==> src/rtl/lbm_pkg.sv <==
// lbm_pkg: shared types and D2Q9 lattice constants for the streaming sequencer.
//   dir_t   : 4-bit lattice direction index (0..8)
//   state_t : sequencer FSM states
//   CX/CY   : per-direction lattice velocity components
//   OPP     : index of the direction opposite to each direction
package lbm_pkg;

  typedef logic [3:0] dir_t;

  typedef enum logic [2:0] {
    ST_IDLE    = 3'd0,
    ST_RD_REQ  = 3'd1,
    ST_RD_WAIT = 3'd2,
    ST_WR      = 3'd3,
    ST_FIN     = 3'd4
  } state_t;

  localparam int   NUM_DIRS = 9;
  localparam dir_t LAST_DIR = 4'd8;

  localparam int CX [NUM_DIRS] = '{0, 1, 0, -1, 0, 1, -1, -1, 1};
  localparam int CY [NUM_DIRS] = '{0, 0, 1, 0, -1, 1, 1, -1, -1};

  localparam dir_t OPP [NUM_DIRS] = '{4'd0, 4'd3, 4'd4, 4'd1, 4'd2,
                                      4'd7, 4'd8, 4'd5, 4'd6};

endpackage

==> src/rtl/stream_dest_calc.sv <==
// stream_dest_calc: purely combinational destination lookup for one
// (cell, direction) pair of the streaming step.
//   x, y   : source cell coordinates
//   q      : source direction
//   addr   : destination cell index (source index when bouncing back)
//   dir    : destination direction (opposite direction when bouncing back)
//   bounce : destination falls outside the lattice
module stream_dest_calc
  import lbm_pkg::*;
#(
  parameter int GRID_X        = 16,
  parameter int GRID_Y        = 16,
  parameter int ADDRESS_WIDTH = $clog2(GRID_X * GRID_Y),
  parameter int XW            = (GRID_X > 1) ? $clog2(GRID_X) : 1,
  parameter int YW            = (GRID_Y > 1) ? $clog2(GRID_Y) : 1
) (
  input  logic [XW-1:0]            x,
  input  logic [YW-1:0]            y,
  input  dir_t                     q,
  output logic [ADDRESS_WIDTH-1:0] addr,
  output dir_t                     dir,
  output logic                     bounce
);

  // Two bits beyond the coordinate width: one so x+1 at the far edge does not
  // wrap, one for the sign of x-1 at the near edge.
  localparam logic signed [XW+1:0] X_LIM = (XW+2)'(GRID_X);
  localparam logic signed [YW+1:0] Y_LIM = (YW+2)'(GRID_Y);

  logic signed [XW+1:0] dx;
  logic signed [YW+1:0] dy;

  always_comb begin
    dx     = $signed({2'b00, x}) + (XW+2)'(CX[q]);
    dy     = $signed({2'b00, y}) + (YW+2)'(CY[q]);
    bounce = dx[XW+1] | dy[YW+1] | (dx >= X_LIM) | (dy >= Y_LIM);
    if (bounce) begin
      addr = ADDRESS_WIDTH'(int'(y) * GRID_X + int'(x));
      dir  = OPP[q];
    end else begin
      addr = ADDRESS_WIDTH'(int'(dy[YW-1:0]) * GRID_X + int'(dx[XW-1:0]));
      dir  = q;
    end
  end

endmodule

==> src/rtl/stream_sequencer.sv <==
// stream_sequencer: walks every (cell, direction) of a GRID_X x GRID_Y D2Q9
// lattice once per start, reading the source value and writing it to its
// streamed destination, or back into the source cell with the opposite
// direction when the destination leaves the lattice.
//   clk, rst_n              : clock, async active-low reset
//   start / busy / done     : sweep control and status
//   rd_req/rd_addr/rd_dir   : read request, held until rd_ack
//   rd_rvalid/rd_data       : read return
//   wr_valid/wr_addr/wr_dir/wr_data : write request, held until wr_ready
//   bounce_count            : bounce-back writes in the last sweep (saturating)
//
// state      | meaning
// ST_IDLE    | waiting for start
// ST_RD_REQ  | read request out, waiting for rd_ack
// ST_RD_WAIT | waiting for rd_rvalid
// ST_WR      | write request out, waiting for wr_ready
// ST_FIN     | one-cycle done pulse
module stream_sequencer
  import lbm_pkg::*;
#(
  parameter int GRID_X        = 16,
  parameter int GRID_Y        = 16,
  parameter int DATA_WIDTH    = 32,
  parameter int ADDRESS_WIDTH = $clog2(GRID_X * GRID_Y)
) (
  input  logic                     clk,
  input  logic                     rst_n,
  input  logic                     start,
  output logic                     busy,
  output logic                     done,
  output logic                     rd_req,
  output logic [ADDRESS_WIDTH-1:0] rd_addr,
  output logic [3:0]               rd_dir,
  input  logic                     rd_ack,
  input  logic                     rd_rvalid,
  input  logic [DATA_WIDTH-1:0]    rd_data,
  output logic                     wr_valid,
  output logic [ADDRESS_WIDTH-1:0] wr_addr,
  output logic [3:0]               wr_dir,
  output logic [DATA_WIDTH-1:0]    wr_data,
  input  logic                     wr_ready,
  output logic [15:0]              bounce_count
);

  localparam int XW = (GRID_X > 1) ? $clog2(GRID_X) : 1;
  localparam int YW = (GRID_Y > 1) ? $clog2(GRID_Y) : 1;
  localparam logic [XW-1:0] X_MAX = XW'(GRID_X - 1);
  localparam logic [YW-1:0] Y_MAX = YW'(GRID_Y - 1);

  state_t                   state, state_nxt;
  logic [XW-1:0]            x;
  logic [YW-1:0]            y;
  dir_t                     q;
  logic [DATA_WIDTH-1:0]    data_r;
  logic [ADDRESS_WIDTH-1:0] src_addr;
  logic [ADDRESS_WIDTH-1:0] dest_addr;
  dir_t                     dest_dir;
  logic                     dest_bounce;
  logic                     last_elem;

  assign src_addr  = ADDRESS_WIDTH'(int'(y) * GRID_X + int'(x));
  assign last_elem = (x == X_MAX) && (y == Y_MAX) && (q == LAST_DIR);

  stream_dest_calc #(
    .GRID_X       (GRID_X),
    .GRID_Y       (GRID_Y),
    .ADDRESS_WIDTH(ADDRESS_WIDTH),
    .XW           (XW),
    .YW           (YW)
  ) u_dest_calc (
    .x     (x),
    .y     (y),
    .q     (q),
    .addr  (dest_addr),
    .dir   (dest_dir),
    .bounce(dest_bounce)
  );

  always_ff @(posedge clk or negedge rst_n) begin
    if (!rst_n) state <= ST_IDLE;
    else        state <= state_nxt;
  end

  always_comb begin
    state_nxt = state;
    case (state)
      ST_IDLE:    if (start)     state_nxt = ST_RD_REQ;
      ST_RD_REQ:  if (rd_ack)    state_nxt = ST_RD_WAIT;
      ST_RD_WAIT: if (rd_rvalid) state_nxt = ST_WR;
      ST_WR:      if (wr_ready)  state_nxt = last_elem ? ST_FIN : ST_RD_REQ;
      ST_FIN:                    state_nxt = ST_IDLE;
      default:                   state_nxt = ST_IDLE;
    endcase
  end

  always_comb begin
    busy     = (state != ST_IDLE);
    done     = 1'b0;
    rd_req   = 1'b0;
    rd_addr  = '0;
    rd_dir   = '0;
    wr_valid = 1'b0;
    wr_addr  = '0;
    wr_dir   = '0;
    wr_data  = '0;
    case (state)
      ST_RD_REQ: begin
        rd_req  = 1'b1;
        rd_addr = src_addr;
        rd_dir  = q;
      end
      ST_WR: begin
        wr_valid = 1'b1;
        wr_addr  = dest_addr;
        wr_dir   = dest_dir;
        wr_data  = data_r;
      end
      ST_FIN:  done = 1'b1;
      default: ;
    endcase
  end

  // Sweep counters, read capture and bounce tally.
  always_ff @(posedge clk or negedge rst_n) begin
    if (!rst_n) begin
      x            <= '0;
      y            <= '0;
      q            <= '0;
      data_r       <= '0;
      bounce_count <= '0;
    end else begin
      case (state)
        ST_IDLE: if (start) begin
          x            <= '0;
          y            <= '0;
          q            <= '0;
          bounce_count <= '0;
        end
        ST_RD_WAIT: if (rd_rvalid) data_r <= rd_data;
        ST_WR: if (wr_ready) begin
          if (dest_bounce && (bounce_count != 16'hFFFF))
            bounce_count <= bounce_count + 16'd1;
          if (q == LAST_DIR) begin
            q <= '0;
            if (x == X_MAX) begin
              x <= '0;
              y <= (y == Y_MAX) ? '0 : y + YW'(1);
            end else begin
              x <= x + XW'(1);
            end
          end else begin
            q <= q + 4'd1;
          end
        end
        default: ;
      endcase
    end
  end

endmodule

==> config.mk <==
export PLATFORM = sky130hd
export DESIGN_NAME = stream_sequencer
export DESIGN_NICKNAME = d
export VERILOG_FILES = /design/src/rtl/lbm_pkg.sv /design/src/rtl/stream_dest_calc.sv /design/src/rtl/stream_sequencer.sv
export SDC_FILE = /design/constraint.sdc
export NUM_CORES = 1
export LEC_CHECK = 0
export ABC_AREA = 0
export BUFFER_PORTS_ARGS = -buffer_cell sky130_fd_sc_hd__buf_4
export CORE_ASPECT_RATIO = 0.7
export CORE_UTILIZATION = 30
export CTS_CLUSTER_SIZE = 10
export DETAILED_ROUTE_END_ITERATION = 10
export PLACE_DENSITY_LB_ADDON = 0.12
export SLEW_MARGIN = 20
export SYNTH_ARGS = -nofsm -noshare
export SYNTH_HDL_FRONTEND = slang
export SYNTH_SLANG_ARGS = --single-unit
==> constraint.sdc <==
create_clock -name clk -period 10.9 [get_ports clk]
set_clock_uncertainty 0.05 [all_clocks]
set_input_delay 1.09 -clock clk [delete_from_list [all_inputs] [get_ports clk]]
set_output_delay 1.09 -clock clk [all_outputs]
set_load 0.005 [all_outputs]
==> results_dict.tcl <==
set metrics [dict create \
    status "complete, no violations" \
    critPathMaxFanout 15 \
    fp.dieW_um 136 \
    p_leak_uw 0.00238 \
    start_util 0.316 \
    maxSlewHeadroom 0.412 \
    drv_slew 0 \
    grt_pass1_vias 3239 \
    antenna_found_initial 0 \
    clockBufferDepth 2 \
    arrival_ps 4030 \
    ant_nets 0 \
    die_area_mm2 0.0131 \
    crit_required_ps 9760 \
    cp-end-kind "primary output" \
    drtPass1Iterations 4 \
    post_cts_buffers 0 \
    postCtsHoldBufs 0 \
    netlist_instances 387 \
    clock_latency_ps 320 \
    num_vias 3274 \
    ioPinCount 114 \
    power_density_mw_per_mm2 244 \
    diodes 0 \
    rows 33 \
    drive_above_1_share 0.362 \
    layout.nets 547 \
    wl_per_cell_um 15.7 \
    finalHoldViolations 0 \
    tightestPinTransition_ps 879 \
    min_period_ps 5170 \
    syn_to_final_growth_pct 33.1 \
    critPathLaunch "q[0]" \
    cp.buffers_inverters 3 \
    fmax_ghz 0.194 \
    finalSetupViolations 0 \
    slowest_stage "nor2_1" \
    r2r_cells 12 \
    final_area_mm2 0.00505 \
    gp_congestion 0.887 \
    yosysSeqAreaShare 0.415 \
    synth_nets 441 \
    via_per_inst 5.01 \
    worstHoldEndpoint "data_r[18]" \
    final_util 0.421 \
    hold_path_depth 1 \
    critPathLaunchType "register" \
    grt_max_degree 64 \
    synth.ff_latch_count 63 \
    ys_types 57 \
    synth.avg_cell_area_um2 9.81 \
    drcViolationCount 0 \
    reg2reg_slack_ps 7150 \
    placed_cell_area_mm2 0.00476 \
    period_share 0.474 \
    cts_root_buffer "clkbuf_16" \
    synth_edf_count 0 \
    yosys_most_used_dff "dfrtp_1" \
    die_y_um 96.1 \
    port_buffers 113 \
    drv_cap 0 \
    syn-cell-area_mm2 0.00380 \
    slowest_delay_ps 650 \
    routed_wl_um 10300 \
    path_delay_family "simple AND/OR/NAND/NOR gates" \
    rr_startpoint "q[0]" \
    grt_overflow_total 0 \
    grt_pass1_wl_um 16600 \
    core_mm2 0.0120 \
    r2r-end "bounce_count[11]" \
    grt_usage 0.165 \
    dp_hpwl_um 7370 \
    final.setup.tns_ps 0 \
    worstHoldPathType "register to register" \
    synthArstFlopShare 1.00 \
    synth_warnings 0 \
    cts_resized 0 \
    rsz0062_at_grt "false" \
    cts_buffers 9 \
    path_class "register to primary output" \
    dr.first_iter.drc_count 179 \
    hp-start "data_r[18]" \
    path_clk_slew_ps 60 \
    htree_levels 3 \
    ir_drop_uv 104 \
    clock-sinks 63 \
    crit_chain "inv_1 -> ha_1 -> or3_1 -> ha_1 -> fa_1 -> a21oi_1 -> o22ai_1 -> a2bb2oi_1 -> nor2_1 -> buf_4 -> a21oi_1 -> a31o_2 -> buf_4" \
    cts_tree "built" \
]
placed cells by master (no fill, tap or decap), types with 10 or more instances in the layout:
master / instances
mux2_2: 33
nor2_1: 14
and2_1: 46
ha_1: 15
o21ai_0: 20
inv_1: 10
dfrtp_1: 63
buf_4: 117
a21oi_1: 24
nand2_1: 31
nand3_1: 18
Yosys cell counts (2+ instances only):
library cell	instances	area share
nor3b_1	4	0.0079
mux2_2	33	0.098
a21o_1	2	0.0040
o211ai_1	2	0.0040
o41ai_1	2	0.0046
o22ai_1	3	0.0049
buf_6	2	0.0059
and3_2	4	0.0079
nand4_1	4	0.0066
nor3_1	4	0.0053
o21ai_0	20	0.026
a211oi_1	6	0.012
nor2_1	14	0.014
nand3_1	18	0.024
nor4_1	2	0.0033
a21oi_1	24	0.032
o21a_1	2	0.0040
xnor2_1	5	0.012
dfrtp_1	63	0.42
or4_1	5	0.0099
o31ai_1	6	0.012
inv_1	10	0.0099
and2_1	46	0.076
and3_1	5	0.0082
nand2_1	31	0.031
clkbuf_1	17	0.017
ha_1	15	0.049
or3_1	9	0.015
routing by layer:
| metal | routed length (µm) | GRT usage |
|---|---|---|
| met1 | 5020 | 0.227 |
| met2 | 4370 | 0.247 |
| met3 | 798 | 0.0595 |
| met4 | 64 | 0.0370 |
| met5 | 0 | 0 |
worst max path at each step:
stage | slack [ps] | cells past startpoint | endpoint
finish | 5730 | 13 | wr_addr[2]
global placement | 6160 | 13 | wr_addr[2]
CTS | 5750 | 13 | wr_addr[2]
global route | 5410 | 13 | wr_addr[2]
detailed placement | 6120 | 13 | wr_addr[2]
floorplan | 6700 | 12 | wr_addr[3]
area by class of cell:
class	count	area (µm²)
tap	157	196
multi-input combinational	292	2070
sequential	63	1580
inverter	10	37.5
fill	1198	6960
timing repair buffer	117	878
clock buffer	12	246
clock inverter	3	43.8
power by group:
group          leakage [µW]  internal [µW]  switching (µW)
registers          0.000805            311            70.4
clock network      0.000143            182             102
logic               0.00143            279             291
cell families (layout without fill, tap and decap cells):
family,after synthesis,count (layout),synth area share
AND/OR/NAND/NOR,154,154,0.224
AO/OA/AOI/OAI,81,81,0.145
flip-flops,63,63,0.415
multiplexers,35,35,0.107
buffers and inverters,32,142,0.0396
adder cells (fa/ha/maj),16,16,0.0547
XOR/XNOR,6,6,0.0138
flip-flops by register name (all words and copies together) (netlist names):
register / cells
y: 4
q: 4
state: 3
data_r: 32
x: 4
bounce_count: 16
per-stage QoR:
stage	power (µW)	std cells	hold WS (ps)	worst slack, ps
detailed placement	962	639	437	6120
finish	1240	654	443	5730
CTS	1250	654	449	5750
global route	1330	654	463	5410
floorplan	735	387	422	6700
global placement	955	639	431	6160
No activity file was read; power rests on OpenSTA's default activity.
